<file path="config.mk">
export PLATFORM = sky130hd
export DESIGN_NAME = dcsk_burst_tx_flat
export DESIGN_NICKNAME = d
export VERILOG_FILES = /design/src/rtl/dcsk_burst_tx_pkg.sv /design/src/rtl/dcsk_burst_tx_if.sv /design/src/rtl/dcsk_burst_tx_chaos_lfsr.sv /design/src/rtl/dcsk_burst_tx.sv /design/src/flat_wrapper.sv
export SDC_FILE = /design/constraint.sdc
export NUM_CORES = 1
export LEC_CHECK = 0
export CELL_PAD_IN_SITES_DETAIL_PLACEMENT = 0
export CELL_PAD_IN_SITES_GLOBAL_PLACEMENT = 1
export CORE_ASPECT_RATIO = 2
export CORE_UTILIZATION = 45
export CTS_BUF_LIST = sky130_fd_sc_hd__clkbuf_8
export DETAILED_ROUTE_END_ITERATION = 8
export GPL_TIMING_DRIVEN = 0
export PLACE_DENSITY = 0.8
export SYNTH_ARGS = -nofsm -noshare
export SYNTH_HDL_FRONTEND = slang
export SYNTH_SLANG_ARGS = --single-unit
export TNS_END_PERCENT = 50
</file>
<file path="constraint.sdc">
create_clock -name i_clk -period 3.6 [get_ports i_clk]
set_input_delay 0.54 -clock i_clk [delete_from_list [all_inputs] [get_ports i_clk]]
set_output_delay 0.54 -clock i_clk [all_outputs]
set_load 0.05 [all_outputs]
</file>
<file path="src/rtl/dcsk_burst_tx_pkg.sv">
// Shared constants and helpers for the DCSK burst transmitter.
// Spreading factor is 4 << select; FSM encodings are kept as plain constants.
package dcsk_burst_tx_pkg;

   localparam int SF_MIN_LOG2 = 2;

   localparam logic [1:0] ST_IDLE = 2'd0;
   localparam logic [1:0] ST_REF  = 2'd1;
   localparam logic [1:0] ST_DATA = 2'd2;

   function automatic int sf_chips(input int sel);
      return 4 << sel;
   endfunction

   // Compare before shifting so oversized selects cannot overflow the int.
   function automatic int clamp_chips(input int sel, input int max_log2);
      if (sel + SF_MIN_LOG2 > max_log2) return 1 << max_log2;
      return sf_chips(sel);
   endfunction

endpackage

</file>
<file path="src/rtl/dcsk_burst_tx_if.sv">
// Word/spreading-factor push interface into the DCSK transmitter queue.
interface dcsk_burst_tx_if #(
   parameter int MSG_W    = 32,
   parameter int SF_SEL_W = 2
);
   logic [MSG_W-1:0]    i_msg;
   logic [SF_SEL_W-1:0] i_sf;
   logic                i_valid;
   logic                o_ready;

   modport master (output i_msg, output i_sf, output i_valid, input o_ready);
   modport slave  (input i_msg, input i_sf, input i_valid, output o_ready);
endinterface

</file>
<file path="src/rtl/dcsk_burst_tx_chaos_lfsr.sv">
// Seedable Galois LFSR used as the chaotic reference chip source.
module chaos_lfsr #(
   parameter int                LFSR_W = 16,
   parameter logic [LFSR_W-1:0] POLY   = 16'hB400
) (
   input  logic              i_clk,
   input  logic              i_arst_n,
   input  logic              i_load,
   input  logic [LFSR_W-1:0] i_seed,
   input  logic              i_step,
   output logic              o_out
);

   logic [LFSR_W-1:0] lfsr_q, lfsr_d;

   // NOTE: every variable assigned in always_comb gets a default first, so no latch is inferred.
   always_comb begin
      lfsr_d = lfsr_q;
      if (i_load) begin
         // An all-zero state would lock the generator up for good.
         lfsr_d = (i_seed == '0) ? LFSR_W'(1) : i_seed;
      end else if (i_step) begin
         lfsr_d = (lfsr_q >> 1) ^ (lfsr_q[0] ? POLY : '0);
      end
   end

   // NOTE: sequential state uses non-blocking assignments only.
   always_ff @(posedge i_clk or negedge i_arst_n) begin
      if (!i_arst_n) lfsr_q <= LFSR_W'(1);
      else           lfsr_q <= lfsr_d;
   end

   assign o_out = lfsr_q[0];

endmodule

</file>
<file path="src/rtl/dcsk_burst_tx.sv">
// DCSK burst transmitter: queues (word, SF) pairs and serialises them MSB-first
// as reference/data chip halves, gap-free while the queue holds words.
module dcsk_burst_tx
   import dcsk_burst_tx_pkg::*;
#(
   parameter int                MSG_W       = 32,
   parameter int                SF_SEL_W    = 2,
   parameter int                MAX_SF_LOG2 = 5,
   parameter int                LFSR_W      = 16,
   parameter logic [LFSR_W-1:0] POLY        = 16'hB400,
   parameter int                FIFO_DEPTH  = 4
) (
   input  logic                        i_clk,
   input  logic                        i_arst_n,
   input  logic [LFSR_W-1:0]           i_seed,
   input  logic                        i_load_seed,
   dcsk_burst_tx_if.slave              bus,
   output logic                        o_tx,
   output logic                        o_is_sending,
   output logic [$clog2(FIFO_DEPTH):0] o_fifo_level,
   output logic                        o_seed_rejected
);

   localparam int CW    = MAX_SF_LOG2 - 1;
   localparam int REF_W = 1 << CW;
   localparam int PTR_W = $clog2(FIFO_DEPTH);
   localparam int LVL_W = PTR_W + 1;
   localparam int BIT_W = (MSG_W > 1) ? $clog2(MSG_W) : 1;
   localparam int ENT_W = SF_SEL_W + MSG_W;

   // Last chip index of one half-bit (H-1) for a given select, after clamping.
   function automatic logic [CW-1:0] half_last(input logic [SF_SEL_W-1:0] sel);
      return CW'(clamp_chips(int'(sel), MAX_SF_LOG2) / 2 - 1);
   endfunction

   logic [1:0]          rst_sync_q, rst_sync_d;
   logic                arst_n_sync;
   logic [1:0]          state_q, state_d;
   logic [CW-1:0]       chip_q, chip_d, last_q, last_d;
   logic [BIT_W-1:0]    bit_q, bit_d;
   logic [MSG_W-1:0]    msg_q, msg_d;
   logic [REF_W-1:0]    ref_q, ref_d;
   logic [PTR_W-1:0]    wr_ptr_q, wr_ptr_d, rd_ptr_q, rd_ptr_d;
   logic [LVL_W-1:0]    level_q, level_d;
   logic                seed_rej_q, seed_rej_d;
   logic [ENT_W-1:0]    fifo_mem_q [FIFO_DEPTH];
   logic [ENT_W-1:0]    head;
   logic                do_push, do_pop, fifo_empty, word_done, load_ok, lfsr_out;

   // Reset asserts immediately but releases on a clock edge.
   always_comb rst_sync_d = {rst_sync_q[0], 1'b1};
   always_ff @(posedge i_clk or negedge i_arst_n) begin
      if (!i_arst_n) rst_sync_q <= '0;
      else           rst_sync_q <= rst_sync_d;
   end
   assign arst_n_sync = rst_sync_q[1];

   always_comb begin
      bus.o_ready = (level_q != LVL_W'(FIFO_DEPTH));
      fifo_empty  = (level_q == '0);
      do_push     = bus.i_valid && bus.o_ready;
      word_done   = (state_q == ST_DATA) && (chip_q == last_q) && (bit_q == BIT_W'(MSG_W - 1));
      do_pop      = !fifo_empty && ((state_q == ST_IDLE) || word_done);
      head        = fifo_mem_q[rd_ptr_q];
      wr_ptr_d    = do_push ? wr_ptr_q + PTR_W'(1) : wr_ptr_q;
      rd_ptr_d    = do_pop  ? rd_ptr_q + PTR_W'(1) : rd_ptr_q;
      level_d     = level_q + LVL_W'(do_push) - LVL_W'(do_pop);
      load_ok     = i_load_seed && (state_q == ST_IDLE) && fifo_empty;
      seed_rej_d  = i_load_seed && !load_ok;
   end

   // NOTE: queue storage has no reset; the level and pointers alone define what is valid.
   always_ff @(posedge i_clk) begin
      if (do_push) fifo_mem_q[wr_ptr_q] <= {bus.i_sf, bus.i_msg};
   end

   always_comb begin
      state_d = state_q;
      chip_d  = chip_q;
      bit_d   = bit_q;
      last_d  = last_q;
      msg_d   = msg_q;
      ref_d   = ref_q;
      case (state_q)
         ST_IDLE: ;
         ST_REF: begin
            ref_d[chip_q] = lfsr_out;
            if (chip_q == last_q) begin
               chip_d  = '0;
               state_d = ST_DATA;
            end else begin
               chip_d = chip_q + CW'(1);
            end
         end
         ST_DATA: begin
            if (chip_q != last_q) begin
               chip_d = chip_q + CW'(1);
            end else begin
               chip_d = '0;
               if (bit_q == BIT_W'(MSG_W - 1)) begin
                  state_d = ST_IDLE;
               end else begin
                  bit_d   = bit_q + BIT_W'(1);
                  msg_d   = msg_q << 1;
                  state_d = ST_REF;
               end
            end
         end
         default: state_d = ST_IDLE;
      endcase
      // A pop overrides the end-of-word return to IDLE, keeping the burst gap-free.
      if (do_pop) begin
         state_d = ST_REF;
         chip_d  = '0;
         bit_d   = '0;
         msg_d   = head[MSG_W-1:0];
         last_d  = half_last(head[ENT_W-1 -: SF_SEL_W]);
      end
   end

   always_ff @(posedge i_clk or negedge arst_n_sync) begin
      if (!arst_n_sync) begin
         state_q    <= ST_IDLE;
         chip_q     <= '0;
         bit_q      <= '0;
         last_q     <= '0;
         msg_q      <= '0;
         ref_q      <= '0;
         wr_ptr_q   <= '0;
         rd_ptr_q   <= '0;
         level_q    <= '0;
         seed_rej_q <= 1'b0;
      end else begin
         state_q    <= state_d;
         chip_q     <= chip_d;
         bit_q      <= bit_d;
         last_q     <= last_d;
         msg_q      <= msg_d;
         ref_q      <= ref_d;
         wr_ptr_q   <= wr_ptr_d;
         rd_ptr_q   <= rd_ptr_d;
         level_q    <= level_d;
         seed_rej_q <= seed_rej_d;
      end
   end

   chaos_lfsr #(.LFSR_W(LFSR_W), .POLY(POLY)) u_lfsr (
      .i_clk    (i_clk),
      .i_arst_n (arst_n_sync),
      .i_load   (load_ok),
      .i_seed   (i_seed),
      .i_step   (state_q == ST_REF),
      .o_out    (lfsr_out)
   );

   // Bit 1 repeats the stored reference, bit 0 inverts it.
   always_comb begin
      case (state_q)
         ST_REF:  o_tx = lfsr_out;
         ST_DATA: o_tx = ref_q[chip_q] ^ ~msg_q[MSG_W-1];
         default: o_tx = 1'b0;
      endcase
   end

   assign o_is_sending    = (state_q != ST_IDLE);
   assign o_fifo_level    = level_q;
   assign o_seed_rejected = seed_rej_q;

endmodule
</file>
<file path="src/flat_wrapper.sv">
// flat-port wrapper written by rule: the top's interface ports become plain ports
module dcsk_burst_tx_flat import dcsk_burst_tx_pkg::*;
#(
   parameter int                MSG_W       = 32,
   parameter int                SF_SEL_W    = 2,
   parameter int                MAX_SF_LOG2 = 5,
   parameter int                LFSR_W      = 16,
   parameter logic [LFSR_W-1:0] POLY        = 16'hB400,
   parameter int                FIFO_DEPTH  = 4
)
  (i_clk, i_arst_n, i_seed, i_load_seed, o_tx, o_is_sending, o_fifo_level, o_seed_rejected, bus_i_msg, bus_i_sf, bus_i_valid, bus_o_ready);
  dcsk_burst_tx_if #(.MSG_W(MSG_W), .SF_SEL_W(SF_SEL_W)) bus_i ();
  input  logic i_clk;
  input  logic i_arst_n;
  input  logic [LFSR_W-1:0] i_seed;
  input  logic i_load_seed;
  output logic o_tx;
  output logic o_is_sending;
  output logic [$clog2(FIFO_DEPTH):0] o_fifo_level;
  output logic o_seed_rejected;
  input wire logic [$bits(bus_i.i_msg)-1:0] bus_i_msg;
  input wire logic [$bits(bus_i.i_sf)-1:0] bus_i_sf;
  input wire logic [$bits(bus_i.i_valid)-1:0] bus_i_valid;
  output wire logic [$bits(bus_i.o_ready)-1:0] bus_o_ready;
  assign bus_i.i_msg = bus_i_msg;
  assign bus_i.i_sf = bus_i_sf;
  assign bus_i.i_valid = bus_i_valid;
  assign bus_o_ready = bus_i.o_ready;
  dcsk_burst_tx #(.MSG_W(MSG_W), .SF_SEL_W(SF_SEL_W), .MAX_SF_LOG2(MAX_SF_LOG2), .LFSR_W(LFSR_W), .POLY(POLY), .FIFO_DEPTH(FIFO_DEPTH)) u_core (.i_clk(i_clk), .i_arst_n(i_arst_n), .i_seed(i_seed), .i_load_seed(i_load_seed), .bus(bus_i), .o_tx(o_tx), .o_is_sending(o_is_sending), .o_fifo_level(o_fifo_level), .o_seed_rejected(o_seed_rejected));
endmodule
</file>
==> impl_metrics.sql <==
INSERT INTO impl_metrics (metric_group, metric, value, unit) VALUES
('worst_hold_path', 'holdCritPathClass', 'primary input to asynchronous set/reset pin', ''),
('detailed_routing', 'drt_first_iter_violations', '206', ''),
('detailed_routing', 'detail_route.wl_per_cell', '18.7', 'um'),
('floorplan', 'die_w', '105', 'um'),
('grt', 'first_global_vias', '5978', ''),
('logic_synthesis', 'synth.most_common_cell', 'sky130_fd_sc_hd__edfxtp_1', ''),
('sta', 'timing_max_transition_violations_final', '0', ''),
('critical_path', 'critical_path.startpoint_type', 'flip-flop', ''),
('logic_synthesis', 'synth_enable_flop_cells', '136', ''),
('sta', 'grt_setup_unrepaired', 'no', ''),
('floorplan', 'top_level_ports', '61', ''),
('clocking', 'insertion_delay', '0.57', 'ns'),
('placement', 'placement.cell_area', '0.0105', 'mm2'),
('placement', 'dp.final_hpwl', '12700', 'um'),
('outcome', 'status', 'finished clean', ''),
('sta', 'finalClockSkew', '0.0169', 'ns'),
('logic_synthesis', 'yosys.area.top_type_share', '43.2', '%'),
('layout', 'postLayoutCoreUtil', '53.9', '%'),
('clocking', 'ctsLongestPathBuffers', '3', ''),
('detailed_routing', 'routed_wl', '18400', 'um'),
('floorplan', 'floorplan.die_area', '0.0216', 'mm2'),
('grt', 'wire_length_of_the_first_global_routing_pass', '30100', 'um'),
('placement', 'routabilityCongestion', '0.786', ''),
('sta', 'setup-violations-final', '0', ''),
('logic_synthesis', 'synth_seq_cells', '225', ''),
('layout', 'drive_above_1_share', '17.4', '%'),
('critical_path', 'timing.rr.start', 'u_core.chip_q[1]$_DFFE_PN0P_', ''),
('critical_path', 'critPathCaptureType', 'primary output', ''),
('sta', 'final_min_period_over_clock_period', '92.5', '%'),
('critical_path', 'timing.critical_path.buf_inv', '4', ''),
('sta', 'min_period', '3.33', 'ns'),
('floorplan', 'chipHeight', '207', 'um'),
('logic_synthesis', 'netlist-cell-type-count', '44', ''),
('logic_synthesis', 'ys.flop_type', 'sky130_fd_sc_hd__edfxtp_1', ''),
('critical_path', 'worstRegToRegCells', '9', ''),
('detailed_routing', 'drt_first_pass_iters', '4', ''),
('grt', 'met2_usage', '35.0', '%'),
('critical_path', 'critPathMaxFanout', '10', ''),
('layout', 'fillCellCount', '1728', ''),
('pwr', 'p_leak', '3.89', 'nW'),
('sta', 'worst_slew_pin_slew', '0.890', 'ns'),
('grt', 'grt.overflow.total', '0', ''),
('clocking', 'cts_tree', 'done', ''),
('logic_synthesis', 'synth_top_cells_by_area', 'sky130_fd_sc_hd__edfxtp_1 (43%), sky130_fd_sc_hd__dfrtp_1 (23%), sky130_fd_sc_hd__mux4_2 (9.0%), sky130_fd_sc_hd__mux2i_1 (4.9%), sky130_fd_sc_hd__mux2_2 (2.3%)', ''),
('floorplan', 'floorplan.rows', '74', ''),
('grt', 'grt_use_met1', '18.0', '%'),
('logic_synthesis', 'postSynthCellCount', '599', ''),
('grt', 'grt_usage', '17.7', '%'),
('critical_path', 'regToRegEndpoint', 'u_core.o_fifo_level[2]$_DFF_PN0_', ''),
('clocking', 'clockRootBuffer', 'sky130_fd_sc_hd__clkbuf_8', ''),
('pwr', 'total_power', '8.95', 'mW'),
('critical_path', 'worstPathRequired', '3.06', 'ns'),
('placement', 'io_buffers', '60', ''),
('logic_synthesis', 'yosys_warnings', '0', ''),
('detailed_routing', 'vias_per_cell', '5.35', ''),
('sta', 'totalNegativeSetupSlack', '0', 'ns'),
('clocking', 'numCtsBuffers', '31', ''),
('critical_path', 'worstPathCellList', 'inv_1 > ha_1 > clkbuf_1 > buf_1 > nand3_1 > o211ai_1 > dlygate4sd2_1', ''),
('detailed_routing', 'postRouteAntennaNets', '0', ''),
('detailed_routing', 'dr_vias', '5268', ''),
('logic_synthesis', 'post-synth-top-area-cell', 'sky130_fd_sc_hd__edfxtp_1', ''),
('sta', 'finalHoldViolCount', '0', ''),
('grt', 'antenna_found_initial', '0', ''),
('logic_synthesis', 'syn_area', '0.00946', 'mm2'),
('sta', 'slew_headroom', '40.7', '%'),
('critical_path', 'regToRegSetupSlack', '0.94', 'ns'),
('floorplan', 'initial_cell_density_of_the_core', '46.0', '%'),
('logic_synthesis', 'yosys-top-cells-count', 'sky130_fd_sc_hd__edfxtp_1 (136), sky130_fd_sc_hd__dfrtp_1 (88), sky130_fd_sc_hd__mux2i_1 (46)', ''),
('layout', 'stdcell_area', '0.0111', 'mm2'),
('critical_path', 'setup.worst_path.class', 'flip-flop to primary output', ''),
('logic_synthesis', 'number_of_nets_in_the_synthesized_netlist', '668', '');
[per-layer routing]
metal  vias up  wire length [um]
met5         -                 0
met4         0               461
met3        33               668
met2       115             10600
met1      2654              6630
li1       2466                 -
[cell families (layout without fill, tap and decap cells)]
logic type,after synthesis,count (layout),synth area share [%]
buffers and inverters,46,166,2.62
and+or+nand+nor,127,127,6.92
other,1,1,0.0396
AOI/OAI and AO/OA,65,65,3.73
DFF,225,225,66.7
adders and majority gates,15,15,2.06
xor gates and xnor gates,15,15,1.39
muxes,105,105,16.5
[power by group]
part | internal [mW] | switching (mW) | total [mW] | leakage, nW
Clock | 0.991 | 0.925 | 1.92 | 0.344
Combinational | 1.39 | 1.81 | 3.20 | 1.30
Sequential | 3.52 | 0.316 | 3.83 | 2.25
[flip-flops by register name, summed over array words and instances, names as in the netlist]
register	cells
u_core.bit_q	5
u_core.chip_q	4
u_core.fifo_mem_q	136
u_core.last_q	4
u_core.msg_q	32
u_core.o_fifo_level	3
u_core.o_seed_rejected	1
u_core.rd_ptr_q	2
u_core.ref_q	16
u_core.rst_sync_q	2
u_core.state_q	2
u_core.u_lfsr.lfsr_q	16
u_core.wr_ptr_q	2
[cells in the final DEF (no fill, tap or decap), types with 7 or more instances in the layout]
cell	count
sky130_fd_sc_hd__nand2_1	26
sky130_fd_sc_hd__a21oi_1	33
sky130_fd_sc_hd__nor3_1	33
sky130_fd_sc_hd__ha_1	14
sky130_fd_sc_hd__buf_6	9
sky130_fd_sc_hd__clkbuf_1	21
sky130_fd_sc_hd__mux2_2	19
sky130_fd_sc_hd__clkinv_1	7
sky130_fd_sc_hd__xnor2_1	7
sky130_fd_sc_hd__nor2_1	15
sky130_fd_sc_hd__edfxtp_1	136
sky130_fd_sc_hd__inv_1	18
sky130_fd_sc_hd__mux2i_1	46
sky130_fd_sc_hd__mux4_2	38
sky130_fd_sc_hd__clkbuf_8	33
sky130_fd_sc_hd__o21ai_0	26
sky130_fd_sc_hd__nand3_1	18
sky130_fd_sc_hd__dfrtp_1	87
sky130_fd_sc_hd__clkdlybuf4s50_1	59
sky130_fd_sc_hd__xor2_1	8
[worst max-delay path by stage]
stage	startpoint	endpoint	slack [ns]	cells past startpoint
floorplan	u_core.rst_sync_q[1]$_DFF_PN0_	u_core.bit_q[0]$_DFFE_PN0P_	0.94	0
global placement	u_core.rst_sync_q[1]$_DFF_PN0_	u_core.ref_q[10]$_DFFE_PN0P_	-0.02	0
detailed placement	u_core.state_q[1]$_DFFE_PN0P_	o_tx	0.56	7
CTS	u_core.state_q[1]$_DFFE_PN0P_	o_tx	0.22	7
global route	u_core.state_q[1]$_DFFE_PN0P_	o_tx	0.04	7
finish	u_core.state_q[1]$_DFFE_PN0P_	o_tx	0.27	7
[area by class of cell]
class                      count  area (um2)  share of cell area (%)
buffer                        37         214                    1.93
sequential                   225        6320                    57.0
clock buffer                  33         454                    4.10
tap                          266         333                    3.01
inverter                       9        33.8                   0.305
multi-input combinational    328        2900                    26.2
clock inverter                24         153                    1.38
timing repair buffer          63         667                    6.02
[stage by stage]
step	hold slack, ns	worst slack, ns	instances
floorplan	0.244	0.939	599
global placement	0.338	-0.0238	925
detailed placement	0.309	0.560	928
CTS	0.0966	0.217	985
global route	0.100	0.0444	985
finish	0.137	0.270	985
[repair_timing]
action | in CTS | in global routing
setup buffers | 0 | 0
endpoints found under the setup margin | 1 | 0
gates resized for setup | 1 | 0
[worst register-to-register path, cell delays in order (launching register included)]
cell,delay [ns]
sky130_fd_sc_hd__dfrtp_1,0.41
sky130_fd_sc_hd__buf_6,0.16
sky130_fd_sc_hd__xor2_1,0.19
sky130_fd_sc_hd__nor4_4,0.37
sky130_fd_sc_hd__clkbuf_1,0.40
sky130_fd_sc_hd__and3_1,0.23
sky130_fd_sc_hd__o21ai_0,0.10
sky130_fd_sc_hd__ha_1,0.20
sky130_fd_sc_hd__fa_1,0.38
sky130_fd_sc_hd__xnor2_1,0.13
Note: power is estimated with default switching activity, not from simulation.
